### src/rtl/reg_commit_scheduler_pkg.sv
// Shared types for the register-file commit scheduler.
// Macros: ROB_WIDTH_BIT (tag width), COMMIT_BUF_DEPTH_BIT (default buffer depth log2).
package reg_commit_scheduler_pkg;

`ifndef ROB_WIDTH_BIT
`define ROB_WIDTH_BIT 4
`endif

`ifndef COMMIT_BUF_DEPTH_BIT
`define COMMIT_BUF_DEPTH_BIT 2
`endif

    localparam int RW = `ROB_WIDTH_BIT;
    localparam int DEPTH_BIT_DEF = `COMMIT_BUF_DEPTH_BIT;

    typedef logic [RW-1:0] rob_id_t;

    typedef struct packed {
        logic [4:0]  reg_id;
        logic [31:0] val;
        rob_id_t     rob_id;
    } commit_ent_t;

endpackage

### src/rtl/reg_commit_scheduler_if.sv
// Commit, write-port and lookup bundle of the commit scheduler.
// master = ROB/dispatch side, slave = scheduler side.
interface reg_commit_scheduler_if;
    import reg_commit_scheduler_pkg::*;

    logic        rdy_in;
    logic        rob_clear;
    logic        commit_valid;
    logic        commit_ready;
    logic [4:0]  commit_reg_id;
    logic [31:0] commit_val;
    rob_id_t     commit_rob_id;
    logic [4:0]  set_reg_id;
    logic [31:0] set_val;
    rob_id_t     set_reg_on_rob_id;
    logic [4:0]  q_id1;
    logic [4:0]  q_id2;
    logic        q_hit1;
    logic        q_hit2;
    logic [31:0] q_val1;
    logic [31:0] q_val2;
    logic        empty;

    modport master (
        output rdy_in, rob_clear, commit_valid, commit_reg_id,
        output commit_val, commit_rob_id, q_id1, q_id2,
        input  commit_ready, set_reg_id, set_val, set_reg_on_rob_id,
        input  q_hit1, q_hit2, q_val1, q_val2, empty
    );

    modport slave (
        input  rdy_in, rob_clear, commit_valid, commit_reg_id,
        input  commit_val, commit_rob_id, q_id1, q_id2,
        output commit_ready, set_reg_id, set_val, set_reg_on_rob_id,
        output q_hit1, q_hit2, q_val1, q_val2, empty
    );

endinterface

### src/rtl/reg_commit_scheduler_commit_buffer.sv
// Circular FIFO of retired writes; entries exposed for the bypass scan.
module reg_commit_scheduler_commit_buffer
    import reg_commit_scheduler_pkg::*;
#(
    parameter  int DEPTH_BIT = DEPTH_BIT_DEF,
    localparam int DEPTH     = 1 << DEPTH_BIT
) (
    input  logic                 clk_i,
    input  logic                 rst_i,
    input  logic                 enq_i,
    input  logic                 deq_i,
    input  commit_ent_t          wdata_i,
    output commit_ent_t          head_o,
    output logic                 full_o,
    output logic                 empty_o,
    output commit_ent_t          ents_o [DEPTH],
    output logic [DEPTH_BIT-1:0] head_ptr_o,
    output logic [DEPTH_BIT:0]   count_o
);

    localparam int                 CW       = DEPTH_BIT + 1;
    localparam logic [DEPTH_BIT:0] FULL_CNT = CW'(DEPTH);

    commit_ent_t          ents_q [DEPTH];
    logic [DEPTH_BIT-1:0] head_q, tail_q;
    logic [DEPTH_BIT:0]   count_q, count_d;
    logic                 enq, deq;

    assign full_o     = (count_q == FULL_CNT);
    assign empty_o    = (count_q == '0);
    assign enq        = enq_i && !full_o;
    assign deq        = deq_i && !empty_o;
    assign head_o     = ents_q[head_q];
    assign ents_o     = ents_q;
    assign head_ptr_o = head_q;
    assign count_o    = count_q;

    always_comb begin
        count_d = count_q;
        unique case ({enq, deq})
            2'b10:   count_d = count_q + CW'(1);
            2'b01:   count_d = count_q - CW'(1);
            default: count_d = count_q;
        endcase
    end

    always_ff @(posedge clk_i) begin
        if (rst_i) begin
            head_q  <= '0;
            tail_q  <= '0;
            count_q <= '0;
        end else begin
            if (enq) tail_q <= tail_q + DEPTH_BIT'(1);
            if (deq) head_q <= head_q + DEPTH_BIT'(1);
            count_q <= count_d;
        end
    end

    // Payload needs no reset: only slots below count are ever read.
    always_ff @(posedge clk_i) begin
        if (!rst_i && enq) ents_q[tail_q] <= wdata_i;
    end

endmodule

### src/rtl/reg_commit_scheduler.sv
// Drains ROB retirements into the single RF write port, with dispatch bypass lookup.
// Macro COMMIT_BYPASS_EN: an empty buffer lets a commit write the RF in the same cycle.
module reg_commit_scheduler
    import reg_commit_scheduler_pkg::*;
#(
    parameter int DEPTH_BIT = DEPTH_BIT_DEF
) (
    input logic                   clk_in,
    input logic                   rst_in,
    reg_commit_scheduler_if.slave bus
);

    localparam int DEPTH = 1 << DEPTH_BIT;
    localparam int CW    = DEPTH_BIT + 1;

    commit_ent_t          inc, head, wr;
    commit_ent_t          ents [DEPTH];
    logic [DEPTH_BIT-1:0] head_ptr, idx;
    logic [DEPTH_BIT:0]   count;
    logic                 full, empty, enq, deq, byp;

    assign inc = '{reg_id: bus.commit_reg_id,
                   val:    bus.commit_val,
                   rob_id: bus.commit_rob_id};

`ifdef COMMIT_BYPASS_EN
    assign byp = empty && bus.rdy_in && !bus.rob_clear
              && bus.commit_valid && (bus.commit_reg_id != 5'd0);
`else
    assign byp = 1'b0;
`endif

    // Ready depends on fullness only, never on this cycle's drain.
    assign bus.commit_ready = !full;
    assign bus.empty        = empty;

    assign enq = bus.commit_valid && !full && bus.rdy_in
              && (bus.commit_reg_id != 5'd0) && !byp;
    assign deq = !empty && bus.rdy_in && !bus.rob_clear;

    reg_commit_scheduler_commit_buffer #(.DEPTH_BIT(DEPTH_BIT)) u_buf (
        .clk_i      (clk_in),
        .rst_i      (rst_in),
        .enq_i      (enq),
        .deq_i      (deq),
        .wdata_i    (inc),
        .head_o     (head),
        .full_o     (full),
        .empty_o    (empty),
        .ents_o     (ents),
        .head_ptr_o (head_ptr),
        .count_o    (count)
    );

    always_comb begin
        wr = '0;
        unique case (1'b1)
            deq:     wr = head;
            byp:     wr = inc;
            default: wr = '0;
        endcase
    end

    assign bus.set_reg_id        = wr.reg_id;
    assign bus.set_val           = wr.val;
    assign bus.set_reg_on_rob_id = wr.rob_id;

    // Walk oldest to youngest so the last match is the newest value.
    always_comb begin
        bus.q_hit1 = 1'b0;
        bus.q_val1 = '0;
        bus.q_hit2 = 1'b0;
        bus.q_val2 = '0;
        idx        = '0;
        for (int i = 0; i < DEPTH; i++) begin
            idx = head_ptr + DEPTH_BIT'(i);
            if (CW'(i) < count) begin
                if (bus.q_id1 != 5'd0 && ents[idx].reg_id == bus.q_id1) begin
                    bus.q_hit1 = 1'b1;
                    bus.q_val1 = ents[idx].val;
                end
                if (bus.q_id2 != 5'd0 && ents[idx].reg_id == bus.q_id2) begin
                    bus.q_hit2 = 1'b1;
                    bus.q_val2 = ents[idx].val;
                end
            end
        end
    end

endmodule
### src/flat_wrapper.sv
// flat-port wrapper written by rule: the top's interface ports become plain ports
module reg_commit_scheduler_flat import reg_commit_scheduler_pkg::*;
#(
    parameter int DEPTH_BIT = DEPTH_BIT_DEF
)
  (clk_in, rst_in, bus_rdy_in, bus_rob_clear, bus_commit_valid, bus_commit_reg_id, bus_commit_val, bus_commit_rob_id, bus_q_id1, bus_q_id2, bus_commit_ready, bus_set_reg_id, bus_set_val, bus_set_reg_on_rob_id, bus_q_hit1, bus_q_hit2, bus_q_val1, bus_q_val2, bus_empty);
  reg_commit_scheduler_if bus_i ();
  input logic clk_in;
  input logic rst_in;
  input wire logic [$bits(bus_i.rdy_in)-1:0] bus_rdy_in;
  input wire logic [$bits(bus_i.rob_clear)-1:0] bus_rob_clear;
  input wire logic [$bits(bus_i.commit_valid)-1:0] bus_commit_valid;
  input wire logic [$bits(bus_i.commit_reg_id)-1:0] bus_commit_reg_id;
  input wire logic [$bits(bus_i.commit_val)-1:0] bus_commit_val;
  input wire logic [$bits(bus_i.commit_rob_id)-1:0] bus_commit_rob_id;
  input wire logic [$bits(bus_i.q_id1)-1:0] bus_q_id1;
  input wire logic [$bits(bus_i.q_id2)-1:0] bus_q_id2;
  output wire logic [$bits(bus_i.commit_ready)-1:0] bus_commit_ready;
  output wire logic [$bits(bus_i.set_reg_id)-1:0] bus_set_reg_id;
  output wire logic [$bits(bus_i.set_val)-1:0] bus_set_val;
  output wire logic [$bits(bus_i.set_reg_on_rob_id)-1:0] bus_set_reg_on_rob_id;
  output wire logic [$bits(bus_i.q_hit1)-1:0] bus_q_hit1;
  output wire logic [$bits(bus_i.q_hit2)-1:0] bus_q_hit2;
  output wire logic [$bits(bus_i.q_val1)-1:0] bus_q_val1;
  output wire logic [$bits(bus_i.q_val2)-1:0] bus_q_val2;
  output wire logic [$bits(bus_i.empty)-1:0] bus_empty;
  assign bus_i.rdy_in = bus_rdy_in;
  assign bus_i.rob_clear = bus_rob_clear;
  assign bus_i.commit_valid = bus_commit_valid;
  assign bus_i.commit_reg_id = bus_commit_reg_id;
  assign bus_i.commit_val = bus_commit_val;
  assign bus_i.commit_rob_id = bus_commit_rob_id;
  assign bus_i.q_id1 = bus_q_id1;
  assign bus_i.q_id2 = bus_q_id2;
  assign bus_commit_ready = bus_i.commit_ready;
  assign bus_set_reg_id = bus_i.set_reg_id;
  assign bus_set_val = bus_i.set_val;
  assign bus_set_reg_on_rob_id = bus_i.set_reg_on_rob_id;
  assign bus_q_hit1 = bus_i.q_hit1;
  assign bus_q_hit2 = bus_i.q_hit2;
  assign bus_q_val1 = bus_i.q_val1;
  assign bus_q_val2 = bus_i.q_val2;
  assign bus_empty = bus_i.empty;
  reg_commit_scheduler #(.DEPTH_BIT(DEPTH_BIT)) u_core (.clk_in(clk_in), .rst_in(rst_in), .bus(bus_i));
endmodule
### config.mk
export PLATFORM = sky130hd
export DESIGN_NAME = reg_commit_scheduler_flat
export DESIGN_NICKNAME = d
export VERILOG_FILES = /design/src/rtl/reg_commit_scheduler_pkg.sv /design/src/rtl/reg_commit_scheduler_if.sv /design/src/rtl/reg_commit_scheduler_commit_buffer.sv /design/src/rtl/reg_commit_scheduler.sv /design/src/flat_wrapper.sv
export SDC_FILE = /design/constraint.sdc
export NUM_CORES = 1
export LEC_CHECK = 0
export BUFFER_PORTS_ARGS = -buffer_cell sky130_fd_sc_hd__buf_2
export CORE_ASPECT_RATIO = 1.4
export CORE_MARGIN = 3
export CORE_UTILIZATION = 40
export DETAILED_ROUTE_END_ITERATION = 10
export PLACE_DENSITY_LB_ADDON = 0.25
export SKIP_CTS_REPAIR_TIMING = 1
export SLEW_MARGIN = 20
export SYNTH_ARGS = -nofsm -noshare
export SYNTH_HDL_FRONTEND = slang
export SYNTH_SLANG_ARGS = --single-unit
### constraint.sdc
create_clock -name clk_in -period 9.1 [get_ports clk_in]
set_input_delay 1.365 -clock clk_in [delete_from_list [all_inputs] [get_ports clk_in]]
set_output_delay 1.365 -clock clk_in [all_outputs]
set_load 0.1 [all_outputs]
## Yosys cells after proc, flatten, opt, wreduce, memory -nomap -nowiden

Cells that the tools add are included.

| storage, ports and cells | value |
|---|---|
| word-level logic and storage cells | 122 |
| flip-flop bits (word level) | 171 |
| output and inout bits | 109 |

| operators by class | value |
|---|---|
| add/sub/neg operators | 6 |
| reductions and logical operators | 26 |
| magnitude comparators | 10 |
| bitwise gates (word level) | 5 |
| equal/unequal tests | 11 |
| muxes and demuxes | 49 |

Operators by type and width:

| kind | number |
|---|---|
| 32-bit 2-to-1 mux | 16 |
| 41-bit 2-to-1 mux | 10 |
| 41-bit binary-select mux with 2-bit select | 4 |
| 164-bit bitwise mux | 1 |
| 41-bit demux with 2-bit select | 1 |
| 5-bit equality test | 8 |
| 1-bit logical AND | 17 |
| 1-bit 2-to-1 mux | 16 |
| 3-bit >= comparator (second input constant) | 5 |
| 2-bit NOT with 3-bit output | 5 |
| 5-bit nonzero test | 3 |
| 1-bit by 3-bit less-than comparator with 1-bit output (first input constant) | 2 |
| 2-bit by 3-bit less-than comparator with 1-bit output (first input constant) | 2 |
| 3-bit one-hot mux with 2 select lines | 1 |
| 2-bit by 1-bit adder with 2-bit output (second input constant) | 2 |
| 2-bit adder (second input constant) | 2 |
| 1-bit logical NOT | 4 |
| 3-bit by 1-bit adder with 3-bit output (second input constant) | 1 |
| 3-bit equality test (second input constant) | 1 |
| 3-bit logical NOT | 1 |
| 3-bit by 1-bit less-than comparator with 1-bit output (second input constant) | 1 |
| 3-bit by 1-bit subtractor with 3-bit output (second input constant) | 1 |
| 2-bit by 1-bit equality test with 1-bit output (second input constant) | 1 |
| 2-bit equality test (second input constant) | 1 |
| 2-bit nonzero test | 1 |

## Logic depth before layout (Yosys ltp)

Gate-level depths: netlist of the first run.

| logic depth | value |
|---|---|
| depth in word-level cells | 14 |
| depth in mapped cells | 11 |
| depth with buffers taken out | 9 |

## By module

A second synthesis of the first run with hierarchy kept.

| unflattened totals | value |
|---|---|
| cells, all modules | 1281 |
| area, all modules | 13223.9 µm² |

Modules (own cells, without submodules):

| module | area an instance (µm²) | cells each | times used |
|---|---|---|---|
| reg_commit_scheduler | 6715.2 | 1015 | 1 |
| reg_commit_scheduler_commit_buffer | 6508.7 | 266 | 1 |

## Least setup slack after synthesis of the first run

Ideal clock, no wire load.

| timing | value |
|---|---|
| kind | input port to output port |
| from | input port bus_q_id1[1] |
| to | output port bus_q_val1[9] |
| data arrival time | 4654 ps |
| path buffers | 3 |
| cell stages on the path | 9 |
| slack | 3081 ps |
| cell sequence | clkbuf_1 -> nor4_1 -> a211oi_1 -> o21ai_1 -> or2_1 -> buf_2 -> buf_6 -> a311oi_1 -> o22ai_1 |

| on the way | value |
|---|---|
| word-level cells in the longest chain between the ends | 10 |
| elaborated cells between the ends (all ways) | 17 |
| classes of those cells | eq/ne: 4; mux: 8; reduce/logical: 5 |

RTL lines:

| what | RTL line | RTL |
|---|---|---|
| start, declared | flat_wrapper.sv:16 | `input wire logic [$bits(bus_i.q_id1)-1:0] bus_q_id1;` |
| 5-bit equality test or 5-bit nonzero test (tied branches) | reg_commit_scheduler.sv:78 | `if (bus.q_id1 != 5'd0 && ents[idx].reg_id == bus.q_id1) begin` |
| 1-bit logical AND | reg_commit_scheduler.sv:78 |  |
| 32-bit 2-to-1 mux | reg_commit_scheduler.sv:78 |  |
| 32-bit 2-to-1 mux | reg_commit_scheduler.sv:77 | `if (CW'(i) < count) begin` |
| 32-bit 2-to-1 mux | reg_commit_scheduler.sv:78 |  |
| 32-bit 2-to-1 mux | reg_commit_scheduler.sv:77 |  |
| 32-bit 2-to-1 mux | reg_commit_scheduler.sv:78 |  |
| 32-bit 2-to-1 mux | reg_commit_scheduler.sv:77 |  |
| 32-bit 2-to-1 mux | reg_commit_scheduler.sv:78 |  |
| 32-bit 2-to-1 mux * | reg_commit_scheduler.sv:77 |  |
| end, declared | flat_wrapper.sv:24 | `output wire logic [$bits(bus_i.q_val1)-1:0] bus_q_val1;` |

Every way passes the cells marked *; elsewhere a longest branch is shown, timed or not.

## Worst setup path in the final report of the first run

| timing | value |
|---|---|
| from | register u_core.u_buf.head_q[1] (netlist: u_core.u_buf.head_ptr_o[1]) |
| to | output port bus_q_val2[29] |

| on the way | value |
|---|---|
| word-level cells in the longest chain between the ends | 14 |
| elaborated cells between the ends (all ways) | 35 |
| classes of those cells | add/sub: 3; eq/ne: 4; mux: 20; bitwise: 4; reduce/logical: 4 |

RTL lines:

| what | RTL line | RTL |
|---|---|---|
| start, declared | reg_commit_scheduler_commit_buffer.sv:25 | `logic [DEPTH_BIT-1:0] head_q, tail_q;` |
| start signal, assigned | reg_commit_scheduler_commit_buffer.sv:54 | `if (deq) head_q <= head_q + DEPTH_BIT'(1);` |
| branches (longest 13 deep; another with 2-bit by 1-bit adder with 2-bit output) | - |  |
| 32-bit 2-to-1 mux * | reg_commit_scheduler.sv:77 |  |
| end, declared | flat_wrapper.sv:25 | `output wire logic [$bits(bus_i.q_val2)-1:0] bus_q_val2;` |

Mark *: on every way between the ends. The select of a mux whose other input is x is not followed.

==> impl_metrics.toml, run 1 <==
[pwr]
total_leakage_power_nw = 4.72
swShare = 0.323
power-per-cell-area_nw_per_um2 = 154
clockPowerShare = 0.343
combPwrFrac = 0.248
p_switching_mw = 0.704
intPower_mw = 1.47
seqPwrFrac = 0.409
ir_drop_mv = 0.138

[synthesis]
synth_top_family_by_area = "multiplexers"
synth_top_area_frac = 0.392
ys_seq_area_frac = 0.404
synth_commonest_cells = "edfxtp_1 (164), mux2i_1 (125), nand2_1 (102), mux4_2 (83), clkbuf_1 (70)"
synth-simple-area-share = 0.126
synthTopCellsByArea = "edfxtp_1 (39%), mux4_2 (15%), mux2i_1 (10%)"
ys_async_sr_fraction = 0
netlist.top_cell.by_area = "edfxtp_1"
synthAdderAreaFrac = 0.00798
synth_area_um2 = 12500
synth_ff_type = "edfxtp_1"
yosysMostFrequentCell = "edfxtp_1"
synthMuxAreaShare = 0.285
synth_edf_count = 164
syn_inst = 1093
synth_warnings = 0
synth_compound_area_frac = 0.104
synth.net_count = 1157
syn_area_per_cell_um2 = 11.5
ys_ff_latch = 171
yosysUniqueCellTypes = 51
synth_xor_area_frac = 0.0265

[sta]
worst_clock_skew_ns = 0.00820
worstMarginPinSlew_ns = 0.940
slew_viol_final = 0
max_slew_margin = 0.371
rsz0062_at_grt = "false"
hold_viol = 0
setup-violations-final = 0
period_needed_ns = 6.04
fmax_mhz = 166
setup_tns_ns = 0
timing.final.crit_share = 0.663

[die]
die_area_um2 = 33600
chipHeight_um = 216
row_count = 76
start_util = 0.407
core-area_um2 = 30800
die_w_um = 156
ios = 165

[job]
cap_violations = 0

[global_routing]
grtUsageTotal = 0.233
grt_pass1_wl_mm = 60.1
grt_pass1_vias = 10100
grt-ovfl-total = 0
antenna_found_initial = 5
grt_max_degree = 68

[worst_setup_path]
crit_fanout = 56
path_common_cell = "buf_4"
critical_path.top_delay_family = "buffers and inverters"
startpoint_type = "flip-flop"
endpoint_kind = "output port"
worstSetupPathType = "reg -> out"
crit_path_cell_trace = "buf_4 -> mux4_2 -> xnor2_1 -> nand4_1 -> nor2_4 -> buf_4 -> mux2i_1 -> o221ai_1 -> buf_2"
cp_slowest_stage_delay_ns = 0.71
required_ns = 7.74
critPathSlowestCell = "dfxtp_4"
arrival_ns = 4.67
cp_num_buf_inv = 3

[cells_and_area]
nNetsFinal = 1250
fin_area_um2 = 14200
area.growth.synth_to_final_pct = 13.0
drive_gt1_frac = 0.299

[placed_design]
routabilityCongestion = 0.877
dpl_cell_area_um2 = 13600
place_hpwl_mm = 25.6
port_buffers = 164

[clocking]
htree_levels = 4
cts_buffer_depth = 2
path_clk_slew_ns = 0.07
clock_sinks = 171
clkLatencyLatePin_ns = 0.44
cts_made_buffers = 17
cts_tree = "yes"
root_buffer = "clkbuf_16"

[min_path]
hold_class = "reg -> reg"

[route]
wl_mm = 39.4
vias = 10200
drt_iter0_drc = 1024
drt.antenna.violating_nets = 0
vias_per_cell = 6.40
drcViolationCount = 0
post_drt_wl_per_cell_um = 24.8
drtPass1Iterations = 6

[outcome]
status = "finished clean"
==> flip-flops by register name (all words and copies together), names as in the netlist <==
name / flops
u_core.u_buf.count_o: 3
u_core.u_buf.head_ptr_o: 2
u_core.u_buf.tail_q: 2
u_core.u_buf.ents_o: 164
==> layout by cell type, fill, tap and decap left out, types with 4 or more instances in the layout <==
| cell | netlist | routed |
|---|---|---|
| ha_1 | 8 | 8 |
| o21ai_0 | 64 | 64 |
| inv_1 | 11 | 11 |
| clkbuf_16 | 0 | 17 |
| dfxtp_1 | 7 | 5 |
| xor2_1 | 7 | 7 |
| xnor2_1 | 31 | 29 |
| edfxtp_1 | 164 | 164 |
| a21oi_1 | 11 | 11 |
| mux4_2 | 83 | 83 |
| buf_2 | 27 | 164 |
| buf_4 | 5 | 25 |
| or3_1 | 33 | 33 |
| nand2_1 | 102 | 101 |
| a311oi_1 | 32 | 32 |
| mux2_2 | 33 | 33 |
| o221ai_1 | 31 | 31 |
| nand3_1 | 31 | 30 |
| nor3_1 | 61 | 61 |
| a211oi_1 | 5 | 5 |
| nor2_1 | 18 | 16 |
| mux2i_1 | 125 | 125 |
| and2_2 | 0 | 4 |
| o22ai_1 | 32 | 32 |
| nand4_1 | 5 | 5 |
| and2_1 | 45 | 41 |
==> power groups by stage <==
stage | Combinational (mW) | Sequential (mW) | Clock, mW
after global routing | 0.572 | 0.893 | 0.792
after detailed placement | 0.537 | 0.908 | 0
after global placement | 0.533 | 0.907 | 0
after floorplan | 0.423 | 0.901 | 0
after CTS | 0.538 | 0.891 | 0.763
final | 0.539 | 0.891 | 0.747
==> cell type report <==
| type | instances | area [um2] |
|---|---|---|
| Antenna cell | 2 | 5.00 |
| Fill cell | 2840 | 16600 |
| Clock buffer | 19 | 433 |
| Timing Repair Buffer | 190 | 1020 |
| Tap cell | 390 | 488 |
| Clock inverter | 13 | 168 |
| Sequential cell | 171 | 5070 |
| Multi-Input combinational cell | 794 | 6950 |
| Inverter | 12 | 45.0 |
==> final timing paths <==
check                                           startpoint                 endpoint  slack (ns)  depth (start not counted)
worst max register to register     u_core.u_buf.count_o[0]  u_core.u_buf.count_o[2]        5.84                          9
worst max-delay path            u_core.u_buf.head_ptr_o[1]           bus_q_val2[29]        3.06                          9
worst min register to register      u_core.u_buf.tail_q[1]   u_core.u_buf.tail_q[1]        0.56                          2
worst min-delay path                u_core.u_buf.tail_q[1]   u_core.u_buf.tail_q[1]        0.56                          2
==> worst reg2reg max path, delay by kind of cell (launching register included) <==
kind,cells,cell delay [ns]
AO/OA/AOI/OAI,1,0.13
adder cells (fa/ha/maj),2,0.61
buffers and inverters,3,0.90
flip-flops,1,0.45
AND/OR/NAND/NOR,3,1.09
==> logic make-up after synthesis <==
logic type / Yosys count
xor gates and xnor gates: 38
AOI/OAI and AO/OA: 190
buffers and inverters: 128
DFF: 171
and+or+nand+nor: 314
adders and majority gates: 8
muxes: 244
==> metrics by stage <==
stage	worst slack [ns]	util	std cells	power, mW	hold WS, ns
6_report	3.06	0.460	1591	2.18	0.563
2_1_floorplan	3.08	-	1093	1.32	0.518
4_1_cts	3.03	0.460	1589	2.19	0.570
5_1_grt	2.78	0.460	1590	2.26	0.608
3_5_place_dp	3.38	0.441	1557	1.44	0.560
3_3_place_gp	3.43	0.441	1557	1.44	0.553
==> layer usage <==
| metal | GRT usage | part of all wire | wire, um |
|---|---|---|---|
| met1 | 0.284 | 0.38 | 15000 |
| met5 | 0 | 0.00053 | 21 |
| met3 | 0.0421 | 0.071 | 2790 |
| met4 | 0.107 | 0.037 | 1460 |
| met2 | 0.400 | 0.51 | 20200 |
(Power assumes the default switching activity.)
==> run 2: changes to the inputs <==
==> constraint.sdc (replaced) <==
create_clock -name clk_in -period 5.9 [get_ports clk_in]
set_input_delay 0.885 -clock clk_in [delete_from_list [all_inputs] [get_ports clk_in]]
set_output_delay 0.885 -clock clk_in [all_outputs]
set_load 0.1 [all_outputs]
==> run 2 against run 1 <==
Cell count up 0.44%. Highest routed layer unchanged. Die area unchanged. Global-route usage up 0.16 points. Worst hold slack worse by 0.0051 ns. Largest cell class unchanged. Combinational power up 54%. First-iteration DRC count down 4.7%.
==> impl_metrics.toml, run 2 (synthesis results as in run 1) <==
[outcome]
status = "finished clean"

[sta]
max_slew_margin = 0.369
setup_tns_ns = 0
hold_viol = 0
slew_viol_final = 0
rsz0062_at_grt = "false"
worst_clock_skew_ns = 0.0129
timing.final.crit_share = 0.879
period_needed_ns = 5.19
setup_ws_ns = 0.713
fmax_mhz = 193
setup-violations-final = 0
worstMarginPinSlew_ns = 0.943

[clocking]
htree_levels = 4
cts_buffer_depth = 2
path_clk_slew_ns = 0.07
cts_made_buffers = 17
cts_tree = "yes"
clock_sinks = 171
clkLatencyLatePin_ns = 0.46
root_buffer = "clkbuf_16"

[pwr]
intPower_mw = 2.25
ir_drop_mv = 0.209
power-per-cell-area_nw_per_um2 = 237
p_switching_mw = 1.13
total_leakage_power_nw = 4.76
swShare = 0.334
seqPwrFrac = 0.409
combPwrFrac = 0.246
clockPowerShare = 0.346

[global_routing]
met3_usage = 0.0407
gr-usage-met2 = 0.408
use_met1 = 0.286
grt_max_degree = 127
antenna_found_initial = 3
grt-ovfl-total = 0
busiest_layer = "met2"
grt_pass1_wl_mm = 60.1
grtUsageTotal = 0.235
grt_pass1_vias = 10200

[job]
cap_violations = 0

[route]
post_drt_wl_per_cell_um = 24.9
vias = 10200
vias_per_cell = 6.39
drt_iter0_drc = 976
wl_mm = 39.7
drtPass1Iterations = 5
drcViolationCount = 0
drt.antenna.violating_nets = 0

[die]
start_util = 0.407
chipHeight_um = 216
die_w_um = 156
die_area_um2 = 33600
core-area_um2 = 30800
row_count = 76
ios = 165

[worst_setup_path]
r2r-end = "u_core.u_buf.count_o[2]"
reg2reg_slack_ns = 2.49
critPathSlowestCell = "nor4b_4"
cp_slowest_stage_delay_ns = 0.81
cp_num_buf_inv = 2
arrival_ns = 4.30
crit_path_cell_trace = "mux4_2 -> a2111oi_4 -> a31oi_1 -> nor4b_4 -> buf_4 -> a311oi_1 -> o22ai_1 -> buf_2"
crit_fanout = 28
r2r_cells = 9
startpoint_type = "flip-flop"
critical_path.top_delay_family = "buffers and inverters"
worstSetupPathType = "reg -> out"
required_ns = 5.02
r2r_start = "u_core.u_buf.count_o[0]"
endpoint_kind = "output port"

[min_path]
hold_class = "reg -> reg"
holdPathEnd = "u_core.u_buf.tail_q[1]"
min-delay-start = "u_core.u_buf.tail_q[1]"
hold_depth = 2

[placed_design]
place_worst_setup_slack_ns = 1.19
routabilityCongestion = 0.855
port_buffers = 164
place_hpwl_mm = 26.1

[cells_and_area]
final_util = 0.463
final_common_cell = "edfxtp_1"
most-common-layout-cells = "edfxtp_1 (164), buf_2 (163), mux2i_1 (125)"
nNetsFinal = 1257
largest_reg_flops = 164
drive_gt1_frac = 0.305
area.growth.synth_to_final_pct = 13.7
fillers = 2873
[run 2: cell count changes in the layout (fill, tap and decap cells not counted), moves of 2 or more]
| cell | previous run | this run |
|---|---|---|
| inv_6 | 2 | 4 |
| buf_4 | 25 | 32 |
| inv_8 | 1 | 3 |
| clkbuf_1 | 2 | 0 |
| buf_12 | 0 | 2 |
[run 2: per-layer routing]
layer | part of all wire | routed length, um | vias to the layer above
met5 | 0.00033 | 13 | -
met1 | 0.38 | 15000 | 5122
met3 | 0.069 | 2750 | 89
met2 | 0.52 | 20600 | 482
li1 | - | - | 4523
met4 | 0.034 | 1340 | 2
[run 2: final cells by class]
class                      count  area [um2]  area share
sequential                   171        5070       0.356
tap                          390         488      0.0342
timing repair buffer         197        1100      0.0768
inverter                      12        45.0     0.00316
multi-input combinational    794        6950       0.487
clock inverter                15         183      0.0128
antenna                        2        5.00    0.000351
clock buffer                  17         425      0.0298
[run 2: worst max path at each step]
stage	start	slack, ns	depth (start not counted)	endpoint
4_1_cts	u_core.u_buf.head_ptr_o[0]	0.70	8	bus_q_val1[12]
6_report	u_core.u_buf.head_ptr_o[0]	0.71	8	bus_q_val1[2]
3_5_place_dp	bus_q_id1[1]	1.19	9	bus_q_val1[14]
2_1_floorplan	bus_q_id1[1]	0.84	9	bus_q_val1[9]
5_1_grt	u_core.u_buf.head_ptr_o[0]	0.51	8	bus_q_val1[12]
3_3_place_gp	bus_q_id1[1]	1.25	9	bus_q_val1[7]
[run 2: per-stage QoR]
step / area (um2) / hold slack [ns] / cells / power, mW
after floorplan: 12500 / 0.518 / 1093 / 2.04
after global placement: 13700 / 0.546 / 1564 / 2.22
after detailed placement: 13700 / 0.553 / 1564 / 2.23
after CTS: 14300 / 0.563 / 1596 / 3.39
after global routing: 14300 / 0.609 / 1597 / 3.49
final: 14300 / 0.558 / 1598 / 3.37
[run 2: worst reg2reg max path, stage by stage (launching register included)]
cell and delay [ns]:
dfxtp_1 0.47, inv_1 0.10, ha_1 0.22, nor2b_1 0.13, or3b_2 0.59, inv_1 0.59, buf_4 0.40, ha_1 0.35
or3_1 0.36, a21oi_1 0.14
[run 2: power by group through the flow]
stage               Sequential [mW]  Combinational (mW)  Clock, mW
finish                         1.38               0.830       1.17
global route                   1.38               0.877       1.23
detailed placement             1.41               0.825          0
CTS                            1.38               0.828       1.19
global placement               1.40               0.819          0
floorplan                      1.39               0.652          0
